### src/rtl/raifes_per_interconnect.sv
// AHB-Lite peripheral interconnect: base/mask decode, data-phase response mux,
// ERROR response for unmapped addresses and a wait-state watchdog.
module raifes_per_interconnect #(
    parameter int                          NSLAVES = 4,
    parameter int                          DATA_W  = 32,
    parameter int                          ADDR_W  = 32,
    parameter logic [NSLAVES*ADDR_W-1:0]   BASES   = {32'h80003000, 32'h80002000,
                                                      32'h80001000, 32'h80000000},
    parameter logic [NSLAVES*ADDR_W-1:0]   MASKS   = {4{32'hFFFFF000}},
    parameter int                          TIMEOUT = 255
) (
    input  logic                        clk,
    input  logic                        nRESET,
    input  logic                        per_en,
    input  logic [ADDR_W-1:0]           per_haddr,
    input  logic                        per_hwrite,
    input  logic [2:0]                  per_hsize,
    input  logic [1:0]                  per_htrans,
    input  logic [DATA_W-1:0]           per_hwdata,
    output logic [DATA_W-1:0]           per_hrdata,
    output logic                        per_hready,
    output logic                        per_hresp,
    output logic [NSLAVES-1:0]          s_hsel,
    output logic [ADDR_W-1:0]           s_haddr,
    output logic                        s_hwrite,
    output logic [2:0]                  s_hsize,
    output logic [1:0]                  s_htrans,
    output logic [DATA_W-1:0]           s_hwdata,
    output logic                        s_hreadyin,
    input  logic [NSLAVES*DATA_W-1:0]   s_hrdata,
    input  logic [NSLAVES-1:0]          s_hready,
    input  logic [NSLAVES-1:0]          s_hresp,
    output logic [NSLAVES-1:0]          s_abort,
    input  logic                        err_clr,
    output logic                        err_unmapped,
    output logic                        err_timeout,
    output logic [2:0]                  err_slave
);

    typedef enum logic [1:0] {IDLE, DATA, ERR1, ERR2} state_t;

    localparam logic [15:0] TO = 16'(TIMEOUT);

    state_t               r_state;
    logic [2:0]           r_idx;
    logic [15:0]          r_cnt;
    logic [NSLAVES-1:0]   r_abort;
    logic                 r_err_unm;
    logic                 r_err_to;
    logic [2:0]           r_err_slv;

    logic                 w_valid;
    logic                 w_hit;
    logic [2:0]           w_sel_idx;
    logic [NSLAVES-1:0]   w_onehot;
    logic [NSLAVES-1:0]   w_idx_oh;
    logic                 w_rdy;
    logic                 w_resp;
    logic [DATA_W-1:0]    w_rdata;
    logic [15:0]          w_cnt_nxt;
    logic                 w_tmo;
    logic                 w_set_unm;

    // Descending scan so the lowest matching index is the one left standing.
    always_comb begin
        w_hit     = 1'b0;
        w_sel_idx = 3'd0;
        w_onehot  = '0;
        for (int i = NSLAVES-1; i >= 0; i--) begin
            if ((per_haddr & MASKS[i*ADDR_W +: ADDR_W]) == BASES[i*ADDR_W +: ADDR_W]) begin
                w_hit       = 1'b1;
                w_sel_idx   = 3'(i);
                w_onehot    = '0;
                w_onehot[i] = 1'b1;
            end
        end
    end

    always_comb begin
        w_rdy    = 1'b1;
        w_resp   = 1'b0;
        w_rdata  = '0;
        w_idx_oh = '0;
        for (int i = 0; i < NSLAVES; i++) begin
            if (r_idx == 3'(i)) begin
                w_rdy       = s_hready[i];
                w_resp      = s_hresp[i];
                w_rdata     = s_hrdata[i*DATA_W +: DATA_W];
                w_idx_oh[i] = 1'b1;
            end
        end
    end

    always_comb begin
        per_hready = 1'b1;
        per_hresp  = 1'b0;
        per_hrdata = '0;
        case (r_state)
            DATA: begin
                per_hready = w_rdy;
                per_hresp  = w_resp;
                per_hrdata = w_rdata;
            end
            ERR1: begin
                per_hready = 1'b0;
                per_hresp  = 1'b1;
            end
            ERR2:    per_hresp = 1'b1;
            default: ;
        endcase
    end

    assign w_valid   = per_en & per_htrans[1] & per_hready;
    assign w_cnt_nxt = r_cnt + 16'd1;
    assign w_tmo     = (r_state == DATA) & ~w_rdy & (w_cnt_nxt == TO);
    assign w_set_unm = w_valid & ~w_hit;

    assign s_hsel     = w_valid ? w_onehot : '0;
    assign s_haddr    = per_haddr;
    assign s_hwrite   = per_hwrite;
    assign s_hsize    = per_hsize;
    assign s_htrans   = per_htrans;
    assign s_hwdata   = per_hwdata;
    assign s_hreadyin = per_hready;
    assign s_abort    = r_abort;

    assign err_unmapped = r_err_unm;
    assign err_timeout  = r_err_to;
    assign err_slave    = r_err_slv;

    always_ff @(posedge clk or negedge nRESET) begin
        if (!nRESET) begin
            r_state <= IDLE;
            r_idx   <= 3'd0;
            r_cnt   <= 16'd0;
            r_abort <= '0;
        end else begin
            r_abort <= '0;
            case (r_state)
                ERR1: r_state <= ERR2;
                default: begin
                    // IDLE, ERR2 and a completing DATA cycle all accept a new address phase.
                    if (r_state != DATA || w_rdy) begin
                        if (!w_valid) begin
                            r_state <= IDLE;
                        end else if (w_hit) begin
                            r_state <= DATA;
                            r_idx   <= w_sel_idx;
                            r_cnt   <= 16'd0;
                        end else begin
                            r_state <= ERR1;
                        end
                    end else begin
                        r_cnt <= w_cnt_nxt;
                        if (w_tmo) begin
                            r_state <= ERR1;
                            r_abort <= w_idx_oh;
                        end
                    end
                end
            endcase
        end
    end

    // Clear first so a coincident set event takes priority.
    always_ff @(posedge clk or negedge nRESET) begin
        if (!nRESET) begin
            r_err_unm <= 1'b0;
            r_err_to  <= 1'b0;
            r_err_slv <= 3'd0;
        end else begin
            if (err_clr) begin
                r_err_unm <= 1'b0;
                r_err_to  <= 1'b0;
                r_err_slv <= 3'd0;
            end
            if (w_set_unm) r_err_unm <= 1'b1;
            if (w_tmo) begin
                r_err_to  <= 1'b1;
                r_err_slv <= r_idx;
            end
        end
    end

endmodule

### config.mk
export PLATFORM = sky130hd
export DESIGN_NAME = raifes_per_interconnect
export DESIGN_NICKNAME = d
export VERILOG_FILES = /design/src/rtl/raifes_per_interconnect.sv
export SDC_FILE = /design/constraint.sdc
export NUM_CORES = 1
export LEC_CHECK = 0
export ABC_AREA = 1
export BUFFER_PORTS_ARGS = -buffer_cell sky130_fd_sc_hd__buf_2
export CORE_AREA = 5 5 125 127
export CTS_CLUSTER_DIAMETER = 30
export DETAILED_ROUTE_END_ITERATION = 8
export DIE_AREA = 0 0 130 132
export PLACE_DENSITY = 0.63
export SETUP_SLACK_MARGIN = 0.15
export SLEW_MARGIN = 25
export SYNTH_ARGS = -nofsm -noshare
export SYNTH_HDL_FRONTEND = slang
export SYNTH_SLANG_ARGS = --single-unit
### constraint.sdc
create_clock -name clk -period 2.6 [get_ports clk]
set_input_delay 0.52 -clock clk [delete_from_list [all_inputs] [get_ports clk]]
set_output_delay 0.52 -clock clk [all_outputs]
set_load 0.03 [all_outputs]
Word level (Yosys, flattened, before mapping)
Cells that the tools add are included.
{ "word_totals": {"regBits": 30, "inputBits": 210, "elab_cells": 86} }
{ "op_classes": {"add_sub_neg": 1, "eq_ne": 14, "muxes": 48, "bitwise": 8, "reduce_logical": 8} }
{ "op_table": {"columns": ["operator", "n"], "rows": [
  ["$mux W32", 5],
  ["$eq A20 B20 Y1 const B", 4],
  ["$mux W16", 3],
  ["$mux W4", 8],
  ["$mux W1", 19],
  ["$add A16 B1 Y16 const B", 1],
  ["$eq A16 B8 Y1 const B", 1],
  ["$mux W2", 8],
  ["$mux W3", 3],
  ["$eq A3 B2 Y1 const B", 2],
  ["$and A1 B1 Y1", 5],
  ["$eq A2 B2 Y1 const B", 2],
  ["$ne A2 B2 Y1 const B", 2],
  ["$pmux W1 S2", 2],
  ["$reduce_and A4 Y1", 1],
  ["$reduce_bool A2 Y1", 2],
  ["$eq A3 B1 Y1 const B", 1],
  ["$logic_not A3 Y1", 1],
  ["$not A1 Y1", 3],
  ["$reduce_and A3 Y1", 1],
  ["$reduce_bool A3 Y1", 1],
  ["$eq A2 B1 Y1 const B", 1],
  ["$ne A2 B1 Y1 const B", 1],
  ["$reduce_or A2 Y1", 1],
  ["$logic_or A1 B1 Y1", 1]
]} }

Longest topological paths before layout
Gate-level depths: netlist (run 1).
{ "depth": {"ltp_word": 11, "ltp_mapped": 13, "mapped_depth_nobuf": 13} }

Worst setup path before layout (run 1)
No wires, ideal clock.
{ "synth_timing": {"path_type": "input -> output", "startpoint": "in per_haddr[25]", "endpoint": "out s_hsel[0]", "arrival_ns": 1.983, "slack_ns": 0.097, "path_stages": 3, "n_path_buf": 0, "cell_sequence": "nor4_1 -> nand4_1 -> nor4_1"} }
{ "synth_between": {"elab_chain_cells": 5, "elab_cells_between_ends": 7, "cone_classes": "eq/ne: 3; mux: 4"} }
{ "synth_lines": {"columns": ["item", "line_no", "source"], "rows": [
  ["start: declaration", "15", "input logic [ADDR_W-1:0] per_haddr,"],
  ["$eq A20 B20 Y1", "70", "if ((per_haddr & MASKS[i*ADDR_W +: ADDR_W]) == BASES[i*ADDR_W +: ADDR_W]) begin"],
  ["$mux W4 (2 in series)", "70", null],
  ["$mux W4 (*)", "70", null],
  ["$mux W4 (*)", "118", "assign s_hsel = w_valid ? w_onehot : '0;"],
  ["end: declaration", "23", "output logic [NSLAVES-1:0] s_hsel,"]
]} }
Every way passes the cells marked *; elsewhere a longest branch is shown, timed or not.

Final worst setup path (run 1)
{ "layout_timing": {"startpoint": "reg r_idx[1]", "endpoint": "out s_hsel[3]"} }
{ "layout_between": {"elab_chain_cells": 8, "elab_cells_between_ends": 11, "cone_classes": "eq/ne: 3; mux: 6; bitwise: 1; reduce/logical: 1"} }
{ "layout_lines": {"columns": ["item", "line_no", "source"], "rows": [
  ["start: declaration", "45", "logic [2:0] r_idx;"],
  ["start signal: assignment", "148", "r_idx <= w_sel_idx;"],
  ["$logic_not A3 Y1", "85", "if (r_idx == 3'(i)) begin"],
  ["$mux W1 (3 in series)", "85", null],
  ["$mux W1 (*)", "85", null],
  ["$pmux W1 S2 (*)", "98", "case (r_state)"],
  ["$and A1 B1 Y1 (*)", "113", "assign w_valid = per_en & per_htrans[1] & per_hready;"],
  ["$mux W4 (*)", "118", null]
]} }
Marks and branches as above.

==> impl_metrics.toml, run 1 <==
[clock_network]
insertion_delay_ns = 0.27
cts-buffers-inserted = 3
cts.htree.levels = 1
clock_sinks = 28
clk_path_buf_depth = 2
clock_tree.root_cell = "clkbuf_16"
clock_pin_slew_reported_for_the_worst_setup_and_hold_paths_after_clock_tree_synthesis_ns = 0.08
cts_tree = "built"

[sta]
rsz_0062_raised_after_global_routing = "yes"
tightest_slew_ns = 0.707
share_of_the_clock_period_used_by_the_worst_path_pct = 92.7
post-route-min-period_ns = 2.41
report.final.setup_viol = 0
max_slew_margin_pct = 52.9
tns_ns = 0
fin_hold_ws_ns = 0.298
count_of_final_hold_check_violations = 0
setup_slack_ns = 0.191
fmax_ghz = 0.415
max_slew_violation_count = 0
finClkSkew_ns = 0.00935

[worst_setup_path]
worst_ep_required_time_ns = 2.08
cp_data_arrival_time_ns = 1.89
worst-setup-path-type = "reg -> out"
cp-start-kind = "flop"
worst_setup_path_end_kind = "output pin"
critPathMaxFanout = 5

[logic_synthesis]
synth_area_leaders = "dfrtp_1, buf_4, nand2_1"
synth_top_flop_cell = "dfrtp_1"
synthCells = 535
synth_seq_cells = 28
synth.yosys.seq_area_share_pct = 21.0
mappedNetlistNets = 747
synth_largest_type_area_fraction_pct = 21.0
unique_masters_post_synth = 35
synth_async_sr_flop_share_pct = 100
avgSynthCellArea_um2 = 6.24
synth_warnings = 0
synth_top_cell_by_area = "dfrtp_1"
number_of_enable_flip_flop_cells_after_synthesis = 0
synth_area_um2 = 3340

[pwr]
p_int_mw = 1.15
clock_power_share_pct = 21.6
total_switching_power_mw = 1.02
power.share.sequential_pct = 24.8
combPwrFrac_pct = 53.6
leakage_nw = 2.35
p_total_mw = 2.17
power.ir.vdd_worst_mv = 0.281
power.switching_fraction_pct = 46.9
cellPowerDensity_nw_per_um2 = 494

[flow_run]
maxCapViolCount = 0

[final_layout]
finish.instance_area_um2 = 4390
final_layout_size_suffix_gt1_share_pct = 43.0
area_growth_pct = 31.5
diodes = 0
num-fill-cells = 1613
layout.nets = 902

[die]
num_io_pins = 328
initial_core_util_pct = 23.3
die_h_um = 132
core_area_um2 = 14300
row_count = 44
die-area_um2 = 17200
floorplan.die.width_um = 130

[outcome]
status = "finished, final reports clean"

[place]
io_buffers = 228
hpwl_mm = 11.9
postPlaceCellArea_um2 = 4190
gp_congestion = 0.875
place_worst_setup_slack_ns = 0.228

[routing]
routed_via_count_divided_by_cell_count = 4.55
detail_route.wl_per_cell_um = 16.1
antenna_violating_nets_post_route = 0
dr.pass1.iters = 4
via_count = 3971
drc = 0
route.final.wire_length_mm = 14.1
drtIter0Drc = 195

[global_routing]
initial_antenna_violation_count = 0
grt_pass1_wl_mm = 20.4
grt.total_usage_pct = 15.0
grt_start_max_net_pins = 41
first_global_vias = 3704
grt-ovfl-total = 0

[worst_hold_path]
hp-class = "in -> async"
[cell families (layout without fill, tap and decap cells)]
kind of cell	after synthesis	count (layout)	share of synthesized area, %
compound gates	82	82	15.5
xor+xnor	2	2	0.525
fa+ha+maj	2	2	0.750
buf+inv	149	303	25.2
flops	28	28	21.0
other cells	1	1	0.112
simple gates	271	271	36.9
[worst max-delay path, cell delays in order (launching register included)]
cell	delay [ns]
dfrtp_2	0.45
inv_2	0.13
nor2_1	0.07
nor2_2	0.09
o221ai_2	0.09
nand2_2	0.14
nand3_4	0.10
nor2_4	0.20
nand2_2	0.10
nor2_1	0.09
buf_4	0.16
[cell type report]
cell class | count | area, um^2 | area share (%)
Timing Repair Buffer | 244 | 1290 | 29.4
Tap cell | 184 | 230 | 5.25
Clock inverter | 1 | 30.0 | 0.684
Inverter | 55 | 215 | 4.90
Sequential cell | 28 | 703 | 16.0
Clock buffer | 3 | 75.1 | 1.71
Multi-Input combinational cell | 358 | 1840 | 42.0
[registers in the layout, summed over array words and instances (netlist names)]
signal and count:
r_state 2, err_slave 2, s_abort 4, r_idx 2, r_cnt 16, err_timeout 1
err_unmapped 1
[metrics by stage]
stage | util, % | instances
5_1_grt | 30.7 | 873
6_report | 30.7 | 873
3_5_place_dp | 29.2 | 865
4_1_cts | 30.1 | 869
2_1_floorplan | - | 535
3_3_place_gp | 29.2 | 865
[cells in the final DEF, fill, tap and decap left out, types with 2 or more instances in the layout]
cell	netlist	routed
ha_1	2	2
dfrtp_2	0	2
inv_1	52	48
nor2_2	5	10
dfrtp_1	28	26
buf_4	72	17
nand2_1	130	128
clkbuf_16	0	3
buf_2	4	224
o221ai_1	12	11
a21oi_1	12	12
nand3_2	3	2
nand4_1	10	10
o21bai_1	2	2
nand3_1	54	54
o21ai_1	2	2
or2_2	11	11
nor2_1	41	36
inv_2	3	5
nor2_4	4	4
nor4_1	4	3
o22ai_1	3	3
o211ai_1	17	17
o21ai_0	31	31
nand2_2	5	6
nand3b_1	2	2
[synthesized netlist by cell type, drive strengths merged (2+ instances only)]
| master | instances |
|---|---|
| clkbuf | 16 |
| nor2 | 50 |
| ha | 2 |
| nand4 | 10 |
| or2 | 11 |
| a21oi | 12 |
| nand2 | 135 |
| o22ai | 3 |
| nand3 | 57 |
| o211ai | 17 |
| nand3b | 2 |
| nor4 | 4 |
| dfrtp | 28 |
| buf | 78 |
| o21bai | 2 |
| o21ai | 34 |
| o221ai | 12 |
| inv | 55 |
[path summary, 6_finish.rpt]
| kind | startpoint | endpoint | slack [ns] | depth (start not counted) |
|---|---|---|---|---|
| min reg2reg | err_unmapped | err_unmapped | 0.47 | 2 |
| max reg2reg | r_cnt[1] | err_slave[1] | 0.59 | 12 |
| min | nRESET | err_unmapped | 0.30 | 1 |
| max | r_idx[1] | s_hsel[3] | 0.19 | 10 |
| max in group asynchronous | nRESET | r_idx[0] | 1.81 | 1 |
| min in group clk | err_unmapped | err_unmapped | 0.47 | 2 |
[metal layers]
metal	track usage [%]	wire length, um
met1	18.2	5510
met2	24.7	6480
met3	6.56	1880
met4	2.89	189
met5	0	0
[power groups by stage]
stage	Clock, mW	Combinational (mW)	Sequential [mW]
global placement	0	1.14	0.546
floorplan	0	0.895	0.543
detailed placement	0	1.15	0.547
CTS	0.476	1.15	0.538
global route	0.491	1.26	0.546
finish	0.468	1.16	0.537
[timing repair]
| action | 4_1_cts | 5_1_grt |
|---|---|---|
| resized for setup | 6 | 18 |
| hold buffers | 0 | 0 |
| setup buffers | 0 | 4 |
| pin swaps | 0 | 4 |
| gates cloned | 0 | 0 |
| endpoints found under the setup margin | 5 | 16 |
(Power assumes the default switching activity.)
==> inputs of run 2 (changes only) <==
--- a/config.mk
+++ b/config.mk
@@ -5,13 +5,12 @@
 export SDC_FILE = /design/constraint.sdc
 export NUM_CORES = 1
 export LEC_CHECK = 0
-export ABC_AREA = 1
 export BUFFER_PORTS_ARGS = -buffer_cell sky130_fd_sc_hd__buf_2
-export CORE_AREA = 5 5 125 127
+export CORE_AREA = 5 5 123 125
 export CTS_CLUSTER_DIAMETER = 30
 export DETAILED_ROUTE_END_ITERATION = 8
-export DIE_AREA = 0 0 130 132
-export PLACE_DENSITY = 0.63
+export DIE_AREA = 0 0 128 130
+export PLACE_DENSITY = 0.64
 export SETUP_SLACK_MARGIN = 0.15
 export SLEW_MARGIN = 25
 export SYNTH_ARGS = -nofsm -noshare
==> run 2 against run 1 <==
Net effect: combinational power up 3%; synthesized area fell by 3.7%; non-clock buffer count rose by 4; sequential share of layout area increased by 0.23 points; via count down 21%; hold slack got worse by 0.026 ns; synthesized cell count shrank 38%; utilization up 0.86 points; maximum frequency down 1.9%; power grew 3.4%; cell count is 23% lower; clock skew shrank 0.0056 ns.
==> impl_metrics.toml, run 2 <==
[final_layout]
final_layout_size_suffix_gt1_share_pct = 62.7
layout.nets = 703
largest_register_ff_count = 16
finish.instance_area_um2 = 4340
layout_common_cells = "buf_2, nor2b_1, mux4_2, dfrtp_1"
area_growth_pct = 35.1
mostFrequentLayoutCell = "buf_2"
final_cell_count_no_fill = 673
regMostFlops = "r_cnt"

[die]
floorplan.die.width_um = 128
num_io_pins = 328
die_h_um = 130
core_area_um2 = 13800
die-area_um2 = 16600
row_count = 43
initial_core_util_pct = 23.3

[sta]
post-route-min-period_ns = 2.46
fmax_ghz = 0.407
max_slew_margin_pct = 57.6
tns_ns = 0
count_of_final_hold_check_violations = 0
finClkSkew_ns = 0.00380
max_slew_violation_count = 0
fin_hold_ws_ns = 0.273
tightest_slew_ns = 0.636
share_of_the_clock_period_used_by_the_worst_path_pct = 94.5
report.final.setup_viol = 0
rsz_0062_raised_after_global_routing = "yes"

[routing]
route.final.wire_length_mm = 11.7
antenna_violating_nets_post_route = 0
dr.pass1.iters = 4
routed_via_count_divided_by_cell_count = 4.68
detail_route.wl_per_cell_um = 17.4
drc = 0
drtIter0Drc = 168
via_count = 3148

[pwr]
power.ir.vdd_worst_mv = 0.209
cellPowerDensity_nw_per_um2 = 516
leakage_nw = 2.08

[logic_synthesis]
synth_warnings = 0
synth_top_flop_cell = "dfrtp_1"
unique_masters_post_synth = 49
synth_area_um2 = 3210
synthCells = 331
mappedNetlistNets = 543
number_of_enable_flip_flop_cells_after_synthesis = 0
synth_area_leaders = "mux4_2, dfrtp_1, buf_4"
synth_top_cell_by_area = "mux4_2"
synthMostInstantiatedCell = "buf_4"
synth_largest_type_area_fraction_pct = 23.1
synth_async_sr_flop_share_pct = 100
synth_seq_cells = 28
synth.yosys.seq_area_share_pct = 21.8
synthTopCellsByCount = "buf_4, nor2b_1, mux4_2"
avgSynthCellArea_um2 = 9.71

[global_routing]
grt.total_usage_pct = 12.6
first_global_vias = 3127
initial_antenna_violation_count = 3
grt-ovfl-total = 0
grt_start_max_net_pins = 34
grt_pass1_wl_mm = 16.9

[outcome]
status = "finished, final reports clean"

[worst_setup_path]
cp-start-kind = "flop"
critPathMaxFanout = 16
worst_ep_required_time_ns = 2.08
worst_setup_path_end_kind = "output pin"
cp_data_arrival_time_ns = 1.94
worst-setup-path-type = "reg -> out"
critical_path.reg2reg.startpoint = "r_cnt[2]"
beginning_of_the_critical_path = "r_idx[0]"

[place]
dp.cells = 662
postPlaceCellArea_um2 = 4100
io_buffers = 228
gp_congestion = 0.820
hpwl_mm = 9.84

[clock_network]
clock_tree.root_cell = "clkbuf_16"
clk_path_buf_depth = 2
cts.htree.levels = 1
cts-buffers-inserted = 3
clock_sinks = 28
cts_tree = "built"
insertion_delay_ns = 0.26
clock_pin_slew_reported_for_the_worst_setup_and_hold_paths_after_clock_tree_synthesis_ns = 0.07

[worst_hold_path]
hp-class = "in -> async"

[flow_run]
maxCapViolCount = 0
run 2: cell types whose count changed after synthesis, moves of 11 or more:
cell,before,now
nor2_1,41,13
o211ai_1,17,0
nand2_1,130,19
or2_2,11,0
mux4_2,0,33
nand3_1,54,5
o221ai_1,12,0
nor2b_1,0,37
inv_1,52,4
run 2: worst paths after layout:
path	to	slack [ns]	cells past startpoint
setup reg to reg	err_slave[1]	0.27	7
min in group clk	err_unmapped	0.50	1
setup / recovery	per_hrdata[9]	0.14	4
hold / removal	r_cnt[6]	0.27	1
max in group asynchronous	r_cnt[1]	1.88	1
hold reg to reg	err_unmapped	0.50	1
run 2: cells by family after synthesis:
family,share of synthesized area (%)
fa+ha+maj,0.779
buf+inv,19.9
simple gates,20.9
mux,24.6
flops,21.8
other cells,0.117
xor+xnor,1.64
compound gates,10.4
run 2: worst max-delay path, cell delays in order (launching register included):
cell	delay, ns
dfrtp_2	0.48
bufbuf_16	0.36
mux4_2	0.50
nor2b_1	0.14
buf_2	0.19
run 2: final cells by class:
| class | instances | area [um^2] |
|---|---|---|
| Fill cell | 1441 | 9430 |
| Multi-Input combinational cell | 206 | 1930 |
| Timing Repair Buffer | 248 | 1360 |
| Sequential cell | 28 | 706 |
| Tap cell | 180 | 225 |
| Clock buffer | 3 | 75.1 |
| Clock inverter | 1 | 30.0 |
| Inverter | 4 | 15.0 |
| Antenna cell | 3 | 7.51 |
run 2: repair_timing:
item	CTS	global route
hold buffers	0	0
endpoints found under the setup margin	8	28
setup buffers	2	1
resized for setup	10	12
gates cloned	1	0
pin swaps	0	6
run 2: report_power, final:
group | internal (mW) | switching (mW) | leakage (nW) | total, mW
Clock | 0.307 | 0.151 | 0.0511 | 0.457
Sequential | 0.502 | 0.0866 | 0.371 | 0.589
Combinational | 0.437 | 0.758 | 1.65 | 1.20
run 2: per-layer routing:
metal,vias to the layer above,GRT usage [%],share of wire (%)
met3,18,3.15,8.0
met4,0,3.81,2.1
li1,1455,-,-
met1,1511,14.9,38
met5,-,0,0
met2,164,22.7,52
run 2: stage by stage:
step | total power, mW | setup WS [ns] | utilization, %
floorplan | 1.51 | 0.168 | -
global placement | 1.76 | -0.0164 | 29.7
detailed placement | 1.76 | -0.0224 | 29.7
CTS | 2.24 | 0.119 | 31.1
global route | 2.39 | 0.0618 | 31.5
finish | 2.24 | 0.143 | 31.5
